<file path="config.mk">
export PLATFORM = sky130hd
export DESIGN_NAME = config_loader_flat
export DESIGN_NICKNAME = d
export VERILOG_FILES = /design/src/rtl/config_pkg.sv /design/src/rtl/config_loader_if.sv /design/src/rtl/onehot_decoder.sv /design/src/rtl/config_loader.sv /design/src/flat_wrapper.sv
export SDC_FILE = /design/constraint.sdc
export NUM_CORES = 1
export LEC_CHECK = 0
export ABC_AREA = 0
export CAP_MARGIN = 5
export CORE_MARGIN = 2
export CORE_UTILIZATION = 31
export CTS_CLUSTER_SIZE = 24
export DETAILED_ROUTE_END_ITERATION = 10
export PLACE_DENSITY_LB_ADDON = 0.08
export SLEW_MARGIN = 10
export SYNTH_ARGS = -nofsm -noshare
export SYNTH_HDL_FRONTEND = slang
export SYNTH_SLANG_ARGS = --single-unit
</file>
<file path="constraint.sdc">
create_clock -name clk -period 1.6 [get_ports clk]
set_input_delay 0.24 -clock clk [delete_from_list [all_inputs] [get_ports clk]]
set_output_delay 0.24 -clock clk [all_outputs]
set_load 0.01 [all_outputs]
</file>
<file path="src/rtl/config_pkg.sv">
// Shared types and constants for the fabric configuration loader.
// Address field position and end-of-stream marker live here so readback blocks agree.
package config_pkg;

  typedef enum logic [1:0] {
    S_ADDR  = 2'd0,
    S_DATA  = 2'd1,
    S_WRITE = 2'd2,
    S_DONE  = 2'd3
  } state_e;

  localparam logic [31:0] CFG_END_MARKER = 32'hFFFF_FFFF;
  localparam int          CFG_ADDR_LSB   = 0;
  localparam int          CFG_ADDR_W     = 16;

endpackage

</file>
<file path="src/rtl/config_loader_if.sv">
// Valid/ready stream carrying interleaved address and data words into the loader.
// The bitstream source drives the master side; the loader is the slave.
interface config_loader_if #(
  parameter int DATA_W = 32
) ();

  logic [DATA_W-1:0] in_data;
  logic              in_valid;
  logic              in_ready;

  modport master (
    output in_data,
    output in_valid,
    input  in_ready
  );

  modport slave (
    input  in_data,
    input  in_valid,
    output in_ready
  );

endinterface

</file>
<file path="src/rtl/onehot_decoder.sv">
// Binary address to one-hot strobe, gated by an enable; all-zero when disabled or out of range.
// Purely combinational.
module onehot_decoder #(
  parameter int N      = 16,
  parameter int ADDR_W = 16
) (
  input  logic [ADDR_W-1:0] addr_i,
  input  logic              en_i,
  output logic [N-1:0]      onehot_o
);

  always_comb begin
    onehot_o = '0;
    for (int i = 0; i < N; i++) begin
      if (en_i && (addr_i == ADDR_W'(i))) begin
        onehot_o[i] = 1'b1;
      end
    end
  end

endmodule

</file>
<file path="src/rtl/config_loader.sv">
// Consumes (address, data) word pairs and issues one-cycle one-hot writes to tile config registers.
// One write per 3 cycles at best; in_ready drops during the write cycle and after the end marker.
module config_loader
  import config_pkg::*;
#(
  parameter int NUM_TILES = 16,
  parameter int DATA_W    = 32,
  parameter int CNT_W     = 16
) (
  input  logic                 clk,
  input  logic                 reset,
  config_loader_if.slave       in_if,
  output logic [DATA_W-1:0]    config_data,
  output logic [NUM_TILES-1:0] config_en,
  output logic                 done,
  output logic                 error,
  output logic [CNT_W-1:0]     words_written
);

  localparam logic [CFG_ADDR_W-1:0] MAX_ADDR = CFG_ADDR_W'(NUM_TILES - 1);

  state_e                  state_q, state_d;
  logic [CFG_ADDR_W-1:0]   addr_q, addr_d;
  logic                    drop_q, drop_d;
  logic [DATA_W-1:0]       data_q, data_d;
  logic                    done_q, done_d;
  logic                    error_q, error_d;
  logic [CNT_W-1:0]        cnt_q, cnt_d;

  logic                    ready_w;
  logic                    accept_w;
  logic                    write_w;
  logic [CFG_ADDR_W-1:0]   in_addr_w;

  // Reset gates ready and the strobe so an in-flight write is aborted in the reset cycle itself.
  assign ready_w   = ((state_q == S_ADDR) || (state_q == S_DATA)) && !reset;
  assign accept_w  = ready_w && in_if.in_valid;
  assign write_w   = (state_q == S_WRITE) && !drop_q && !reset;
  assign in_addr_w = in_if.in_data[CFG_ADDR_LSB +: CFG_ADDR_W];

  always_ff @(posedge clk) begin
    if (reset) begin
      state_q <= S_ADDR;
      addr_q  <= '0;
      drop_q  <= 1'b0;
      data_q  <= '0;
      done_q  <= 1'b0;
      error_q <= 1'b0;
      cnt_q   <= '0;
    end else begin
      state_q <= state_d;
      addr_q  <= addr_d;
      drop_q  <= drop_d;
      data_q  <= data_d;
      done_q  <= done_d;
      error_q <= error_d;
      cnt_q   <= cnt_d;
    end
  end

  always_comb begin
    state_d = state_q;
    addr_d  = addr_q;
    drop_d  = drop_q;
    data_d  = data_q;
    done_d  = done_q;
    error_d = error_q;
    cnt_d   = cnt_q;

    unique case (state_q)
      S_ADDR: begin
        if (accept_w) begin
          if (in_if.in_data == DATA_W'(CFG_END_MARKER)) begin
            state_d = S_DONE;
            done_d  = 1'b1;
          end else begin
            addr_d  = in_addr_w;
            state_d = S_DATA;
            if (in_addr_w > MAX_ADDR) begin
              error_d = 1'b1;
              drop_d  = 1'b1;
            end
          end
        end
      end
      S_DATA: begin
        if (accept_w) begin
          data_d  = in_if.in_data;
          state_d = S_WRITE;
        end
      end
      S_WRITE: begin
        if (!drop_q && (cnt_q != {CNT_W{1'b1}})) begin
          cnt_d = cnt_q + 1'b1;
        end
        drop_d  = 1'b0;
        state_d = S_ADDR;
      end
      S_DONE: begin
        state_d = S_DONE;
      end
      default: begin
        state_d = S_ADDR;
      end
    endcase
  end

  onehot_decoder #(
    .N      (NUM_TILES),
    .ADDR_W (CFG_ADDR_W)
  ) u_dec (
    .addr_i   (addr_q),
    .en_i     (write_w),
    .onehot_o (config_en)
  );

  assign in_if.in_ready = ready_w;
  assign config_data    = data_q;
  assign done           = done_q;
  assign error          = error_q;
  assign words_written  = cnt_q;

endmodule

</file>
<file path="src/flat_wrapper.sv">
// flat-port wrapper written by rule: the top's interface ports become plain ports
module config_loader_flat import config_pkg::*;
#(
  parameter int NUM_TILES = 16,
  parameter int DATA_W    = 32,
  parameter int CNT_W     = 16
)
  (clk, reset, config_data, config_en, done, error, words_written, in_if_in_data, in_if_in_valid, in_if_in_ready);
  config_loader_if #(.DATA_W(DATA_W)) in_if_i ();
  input  logic clk;
  input  logic reset;
  output logic [DATA_W-1:0] config_data;
  output logic [NUM_TILES-1:0] config_en;
  output logic done;
  output logic error;
  output logic [CNT_W-1:0] words_written;
  input wire logic [$bits(in_if_i.in_data)-1:0] in_if_in_data;
  input wire logic [$bits(in_if_i.in_valid)-1:0] in_if_in_valid;
  output wire logic [$bits(in_if_i.in_ready)-1:0] in_if_in_ready;
  assign in_if_i.in_data = in_if_in_data;
  assign in_if_i.in_valid = in_if_in_valid;
  assign in_if_in_ready = in_if_i.in_ready;
  config_loader #(.NUM_TILES(NUM_TILES), .DATA_W(DATA_W), .CNT_W(CNT_W)) u_core (.clk(clk), .reset(reset), .in_if(in_if_i), .config_data(config_data), .config_en(config_en), .done(done), .error(error), .words_written(words_written));
endmodule
</file>
## Word level (Yosys, flattened, before mapping)

Index checks and enable logic that the tools add are counted.

- Bits in latches: 0
- Memories kept: 0
- Bits in read-only memories: 0
- Output and inout bits: 67
- Input bits: 35
- Logic and storage cells: 92
- Register bits after elaboration: 69
- Memory bits (writable): 0

- Reduce and logical (&&, ||, !) cells: 34
- Magnitude comparators: 1
- Equal/unequal tests: 24
- Multipliers: 0
- Divide/modulo/power cells: 0
- Add/sub/neg operators: 1
- Bitwise logic cells: 1
- Shifts and indexed selects: 0
- Mux-type cells: 24

Operators by type and width:

| kind | count |
|---|---|
| equality test 16 x 4 -> 1 bit (second input constant) | 8 |
| equality test 16 x 3 -> 1 bit (second input constant) | 4 |
| equality test 16 x 2 -> 1 bit (second input constant) | 2 |
| equality test 32 bit (second input constant) | 1 |
| logical AND 1 bit | 21 |
| two-way mux 1 bit | 19 |
| adder 16 x 1 -> 16 bit (second input constant) | 1 |
| equality test 16 x 1 -> 1 bit (second input constant) | 1 |
| > comparator 16 x 4 -> 1 bit (second input constant) | 1 |
| logical NOT 16 bit | 1 |
| inequality test 16 bit (second input constant) | 1 |
| case mux 2 bit (4 select lines) | 1 |
| AND reduction 4 bit | 2 |
| two-way mux 2 bit | 3 |
| AND reduction 2 bit | 3 |
| AND reduction 3 bit | 2 |
| equality test 2 bit (second input constant) | 2 |
| inequality test 2 x 1 -> 1 bit (second input constant) | 2 |
| inequality test 2 bit (second input constant) | 2 |
| equality test 2 x 1 -> 1 bit (second input constant) | 1 |
| logical NOT 1 bit | 2 |
| logical NOT 2 bit | 1 |
| case mux 1 bit (2 select lines) | 1 |
| nonzero test 2 bit | 1 |
| 2 further kinds | 2 |

## Depth between registers and ports, before layout

- Word-level depth: 6
- Mapped depth: 7
- Gate-level depth less buffers: 6

## By module

From an unflattened synthesis, not the netlist that was laid out.

- Cell total of the unflattened synthesis: 372
- Area total of the unflattened synthesis: 3201.8 µm²

Modules (own cells, without submodules):

| module | instances | cells each | area an instance (µm²) |
|---|---|---|---|
| config_loader | 1 | 342 | 3004.1 |
| onehot_decoder | 1 | 30 | 197.7 |

## Worst setup path after synthesis

OpenSTA, ideal clock, no wires.

- Path kind: reg-to-reg
- Start point: reg u_core.cnt_q[3], in the netlist u_core.words_written[3]
- End point: reg u_core.cnt_q[13], in the netlist u_core.words_written[13]
- Buffers on the path: 1
- Path slack: -0.207 ns
- Cell stages (with the launch flop): 6
- Arrival: 1.737 ns
- Clock period less this slack: 1.807 ns
- Cell sequence: dfxtp_1 nand4_2 or3_1 buf_2 or4b_1 a21oi_1

- Word-level cells in the longest chain between the ends: 3
- Elaborated cells on any way between the ends: 4
- Classes of those cells: 1 x add/sub; 1 x eq/ne; 2 x reduce/logical

Ends and longest elaborated chain:

| what | line | source |
|---|---|---|
| from (decl) | config_loader.sv:28 | `logic [CNT_W-1:0] cnt_q, cnt_d;` |
| from (signal assigned) | config_loader.sv:57 | `cnt_q <= cnt_d;` |
| branches (longest 3 deep; another with adder 16 x 1 -> 16 bit) | - |  |

Parallel ways; which one is timed is not known.
A chain may end at the register's enable or synchronous reset.

## Worst setup path in the final report

- Start point: reg u_core.addr_q[15]
- End point: out config_en[1]

- Word-level cells in the longest chain between the ends: 3

Ends and longest elaborated chain:

| what | line | source |
|---|---|---|
| from (decl) | config_loader.sv:23 | `logic [CFG_ADDR_W-1:0] addr_q, addr_d;` |
| from (signal assigned) | config_loader.sv:52 | `addr_q <= addr_d;` |
| equality test 16 x 1 -> 1 bit | onehot_decoder.sv:15 | `if (en_i && (addr_i == ADDR_W'(i))) begin` |
| logical AND 1 bit | onehot_decoder.sv:15 |  |
| two-way mux 1 bit | onehot_decoder.sv:15 |  |
| to (decl) | flat_wrapper.sv:13 | `output logic [NUM_TILES-1:0] config_en;` |

No other way between the ends.

==> metrics.txt <==
# TYPE chip_impl_metric gauge
chip_impl_info{name="grt_setup_unrepaired",value="yes"} 1
chip_impl_metric{name="place_area",unit="um2"} 4900
chip_impl_metric{name="non_filler_instance_count_after_layout",unit=""} 692
chip_impl_metric{name="floorplan.initialDensity",unit="%"} 31.9
chip_impl_info{name="violations_in_the_final_reports",value="setup timing"} 1
chip_impl_metric{name="route.detailed.drc",unit=""} 0
chip_impl_metric{name="die_width",unit="um"} 104
chip_impl_metric{name="maxClockFrequency",unit="MHz"} 488
chip_impl_metric{name="netlist_area",unit="um2"} 3120
chip_impl_metric{name="core_region_area",unit="um2"} 9770
chip_impl_metric{name="power.leakage",unit="uW"} 0.00241
chip_impl_metric{name="drt_pass_1_iters",unit=""} 4
chip_impl_metric{name="worst-path-buf-inv",unit=""} 1
chip_impl_metric{name="drive_gt1_share",unit="%"} 38.8
chip_impl_metric{name="layout.nets",unit=""} 595
chip_impl_metric{name="postLayoutCoreUtil",unit="%"} 56.9
chip_impl_metric{name="grtUsageTotal",unit="%"} 17.9
chip_impl_metric{name="drt-total-wl",unit="mm"} 10.2
chip_impl_info{name="cpMaxStageDelayCell",value="or3b_4"} 1
chip_impl_metric{name="mappedNetlistNets",unit=""} 413
chip_impl_metric{name="antennaDiodeCount",unit=""} 0
chip_impl_metric{name="route.detailed.wl_per_inst",unit="um"} 14.7
chip_impl_metric{name="hold_violations",unit=""} 0
chip_impl_metric{name="yosys.cell_types.count",unit=""} 40
chip_impl_metric{name="yosysWarningCount",unit=""} 0
chip_impl_info{name="run_status",value="finished, violations left"} 1
chip_impl_metric{name="placedCellCount",unit=""} 664
chip_impl_metric{name="synth_seq_area_share",unit="%"} 44.3
chip_impl_metric{name="cp.required",unit="ps"} 1360
chip_impl_metric{name="crit_path_max_fanout",unit=""} 4
chip_impl_metric{name="max_stage_delay",unit="ps"} 420
chip_impl_metric{name="first_iter_violations",unit=""} 106
chip_impl_metric{name="final_setup_margin",unit="ps"} -451
chip_impl_metric{name="max-vdd-ir-drop",unit="mV"} 0.529
chip_impl_metric{name="layout.cell_area.non_filler",unit="um2"} 5570
chip_impl_metric{name="slew_headroom",unit="%"} 75.9
chip_impl_metric{name="die_area",unit="um2"} 10900
chip_impl_info{name="cts_root_buffer",value="clkbuf_8"} 1
chip_impl_metric{name="antenna_violating_nets_post_route",unit=""} 0
chip_impl_metric{name="cap_violations",unit=""} 0
chip_impl_metric{name="numPortBuffers",unit=""} 101
chip_impl_info{name="worstHoldPathType",value="input pin to flip-flop"} 1
chip_impl_info{name="setup.worst_path.class",value="flip-flop to output pin"} 1
chip_impl_metric{name="synthCells",unit=""} 373
chip_impl_metric{name="least_margin_pin_slew",unit="ps"} 358
chip_impl_metric{name="num-fill-cells",unit=""} 947
chip_impl_metric{name="power_per_cell_area",unit="nW/um2"} 1020
chip_impl_info{name="timing.critical_path.to_type",value="output pin"} 1
chip_impl_metric{name="area_delta_synth_final",unit="%"} 78.4
chip_impl_info{name="critical-path-top-delay-family",value="simple AND/OR/NAND/NOR gates"} 1
chip_impl_info{name="start_kind",value="flip-flop"} 1
chip_impl_metric{name="setup-violations-final",unit=""} 31
chip_impl_metric{name="cts.sinks",unit=""} 69
chip_impl_metric{name="gp_congestion",unit=""} 0.768
chip_impl_metric{name="top_level_ports",unit=""} 102
chip_impl_metric{name="clock_skew",unit="ps"} 9.38
chip_impl_metric{name="cts_max_level",unit=""} 3
chip_impl_metric{name="hold_slack",unit="ps"} 283
chip_impl_metric{name="place_ws",unit="ps"} -578
chip_impl_metric{name="grt_start_max_net_pins",unit=""} 33
chip_impl_metric{name="cts_max_path_buffers",unit=""} 2
chip_impl_metric{name="cp_data_arrival_time",unit="ps"} 1810
chip_impl_metric{name="num_vias",unit=""} 3336
chip_impl_info{name="path_cells",value="nor4_4 -> and3_4 -> or3b_4 -> nor2_2 -> buf_2"} 1
chip_impl_metric{name="synth_area_per_cell",unit="um2"} 8.36
chip_impl_metric{name="finalCriticalPeriod",unit="ps"} 2050
chip_impl_metric{name="global_route.overflow_total",unit=""} 0
chip_impl_metric{name="viasPerCell",unit=""} 4.82
chip_impl_metric{name="first_pass_grt_wire_length",unit="mm"} 16.0
chip_impl_metric{name="antenna_violations_before_repair",unit=""} 0
chip_impl_metric{name="worst_skew_pair.late_latency",unit="ps"} 340
chip_impl_metric{name="clk_pin_slew",unit="ps"} 80
chip_impl_info{name="clock_tree_from_tritoncts",value="yes"} 1
chip_impl_metric{name="floorplan.rows",unit=""} 36
chip_impl_metric{name="synth.ff_latch_count",unit=""} 69
chip_impl_metric{name="floorplan.die.height",unit="um"} 104
chip_impl_metric{name="final_max_tran_viols",unit=""} 0
chip_impl_metric{name="cts_inserted_buffers",unit=""} 9
chip_impl_metric{name="first_global_vias",unit=""} 3317
chip_impl_metric{name="timing.final.crit_share",unit="%"} 128
chip_impl_metric{name="hpwlAfterDp",unit="mm"} 6.85
==> cell families after synthesis <==
kind of cell	count (synthesis)	synth area share, %
AND/OR/NAND/NOR	184	29.0
multiplexers	26	9.35
buffers and inverters	26	3.33
flip-flops	69	44.3
AO/OA/AOI/OAI	63	12.0
adder cells (fa/ha/maj)	5	2.01
==> layer usage <==
metal,track usage (%),share of wire [%]
met1,24.1,49
met3,3.63,4.4
met2,28.6,46
met5,0,0
met4,6.08,1.3
==> metrics by stage <==
stage / power (uW) / setup TNS [ps]
final: 5690 / -6170
after global routing: 6000 / -9180
after CTS: 5590 / -7510
after detailed placement: 3600 / -21530
after global placement: 3570 / -21030
after floorplan: 2800 / -238
==> tightest hold or removal path, stage by stage <==
cell and delay [ps]:
dlygate4sd2_1 240, nand2_1 50, a21oi_1 50
==> path summary, 6_finish.rpt <==
| kind | from | endpoint | slack, ps | cells past startpoint |
|---|---|---|---|---|
| setup / recovery | u_core.addr_q[15] | config_en[1] | -450 | 5 |
| hold / removal | in_if_in_data[27] | u_core.config_data[27] | 280 | 3 |
| setup reg to reg | u_core.state_q[0] | u_core.words_written[7] | -90 | 8 |
| hold reg to reg | u_core.config_data[1] | u_core.config_data[1] | 460 | 2 |
==> registers in the layout, indices dropped and copies added (netlist names) <==
name / flops
u_core.config_data: 32
u_core.addr_q: 16
u_core.drop_q: 1
u_core.done: 1
u_core.error: 1
u_core.state_q: 2
u_core.words_written: 16
==> final cells by class <==
| cell class | instances | area [um2] | area share, % |
|---|---|---|---|
| clock inverters | 6 | 110 | 1.98 |
| repair buffers | 190 | 1660 | 29.8 |
| flip-flops and latches | 69 | 1410 | 25.4 |
| inverters | 7 | 31.3 | 0.562 |
| clock buffers | 9 | 124 | 2.23 |
| well taps | 133 | 166 | 2.99 |
| multi-input cells | 278 | 2070 | 37.1 |
==> power by group <==
part / total (uW) / switching, uW / internal (uW)
clock network: 1700 / 673 / 1030
registers: 2070 / 138 / 1930
logic: 1920 / 825 / 1100
total: 5690 / 1640 / 4060
==> cell usage after synthesis <==
library cell,n,area share (%)
o41ai_1,2,0.56
or3_1,2,0.40
nand4_1,10,2.0
a211oi_1,5,1.2
buf_1,1,0.12
o311a_1,1,0.32
dfxtp_1,69,44
nor2b_1,26,5.2
o21ai_0,4,0.64
a311oi_1,3,0.84
inv_1,7,0.84
nand4_2,1,0.40
or4b_1,1,0.32
and3_1,4,0.80
a31oi_1,1,0.20
and4_1,2,0.56
nor3_1,6,0.96
o31ai_1,2,0.48
buf_2,2,0.32
nand3_1,5,0.80
buf_4,1,0.24
a21oi_1,40,6.4
a32o_1,1,0.32
nand4b_1,1,0.28
and2_1,2,0.40
mux2_2,25,9.0
o211ai_1,1,0.24
nand3b_1,5,1.2
or4_1,3,0.72
ha_1,5,2.0
o2bb2ai_1,1,0.28
a2111oi_0,1,0.28
a21o_1,1,0.24
or3b_2,1,0.28
clkbuf_1,15,1.8
mux2i_1,1,0.32
nor2_1,32,3.9
nand2b_1,1,0.20
nor4_1,9,1.8
nand2_1,73,8.8
==> placed cells by master (no fill, tap or decap), types with 9 or more instances in the layout <==
master,instances
buf_2,18
dlygate4sd2_1,38
dlymetal6s2s_1,9
clkdlybuf4s50_1,36
nor2b_1,25
nor2_1,23
dfxtp_2,9
mux2_4,10
nand4_1,10
a21oi_1,36
mux2_2,15
clkbuf_8,9
buf_6,14
dfxtp_1,55
buf_4,70
nand2_1,71
==> repair_timing <==
| item | CTS | global route |
|---|---|---|
| hold buffers | 0 | 0 |
| gates resized for setup | 154 | 64 |
| gates cloned | 1 | 2 |
| pin swaps | 41 | 25 |
| endpoints found under the setup margin | 54 | 91 |
| setup buffers | 8 | 7 |
Power figures use the tool's default switching activity.
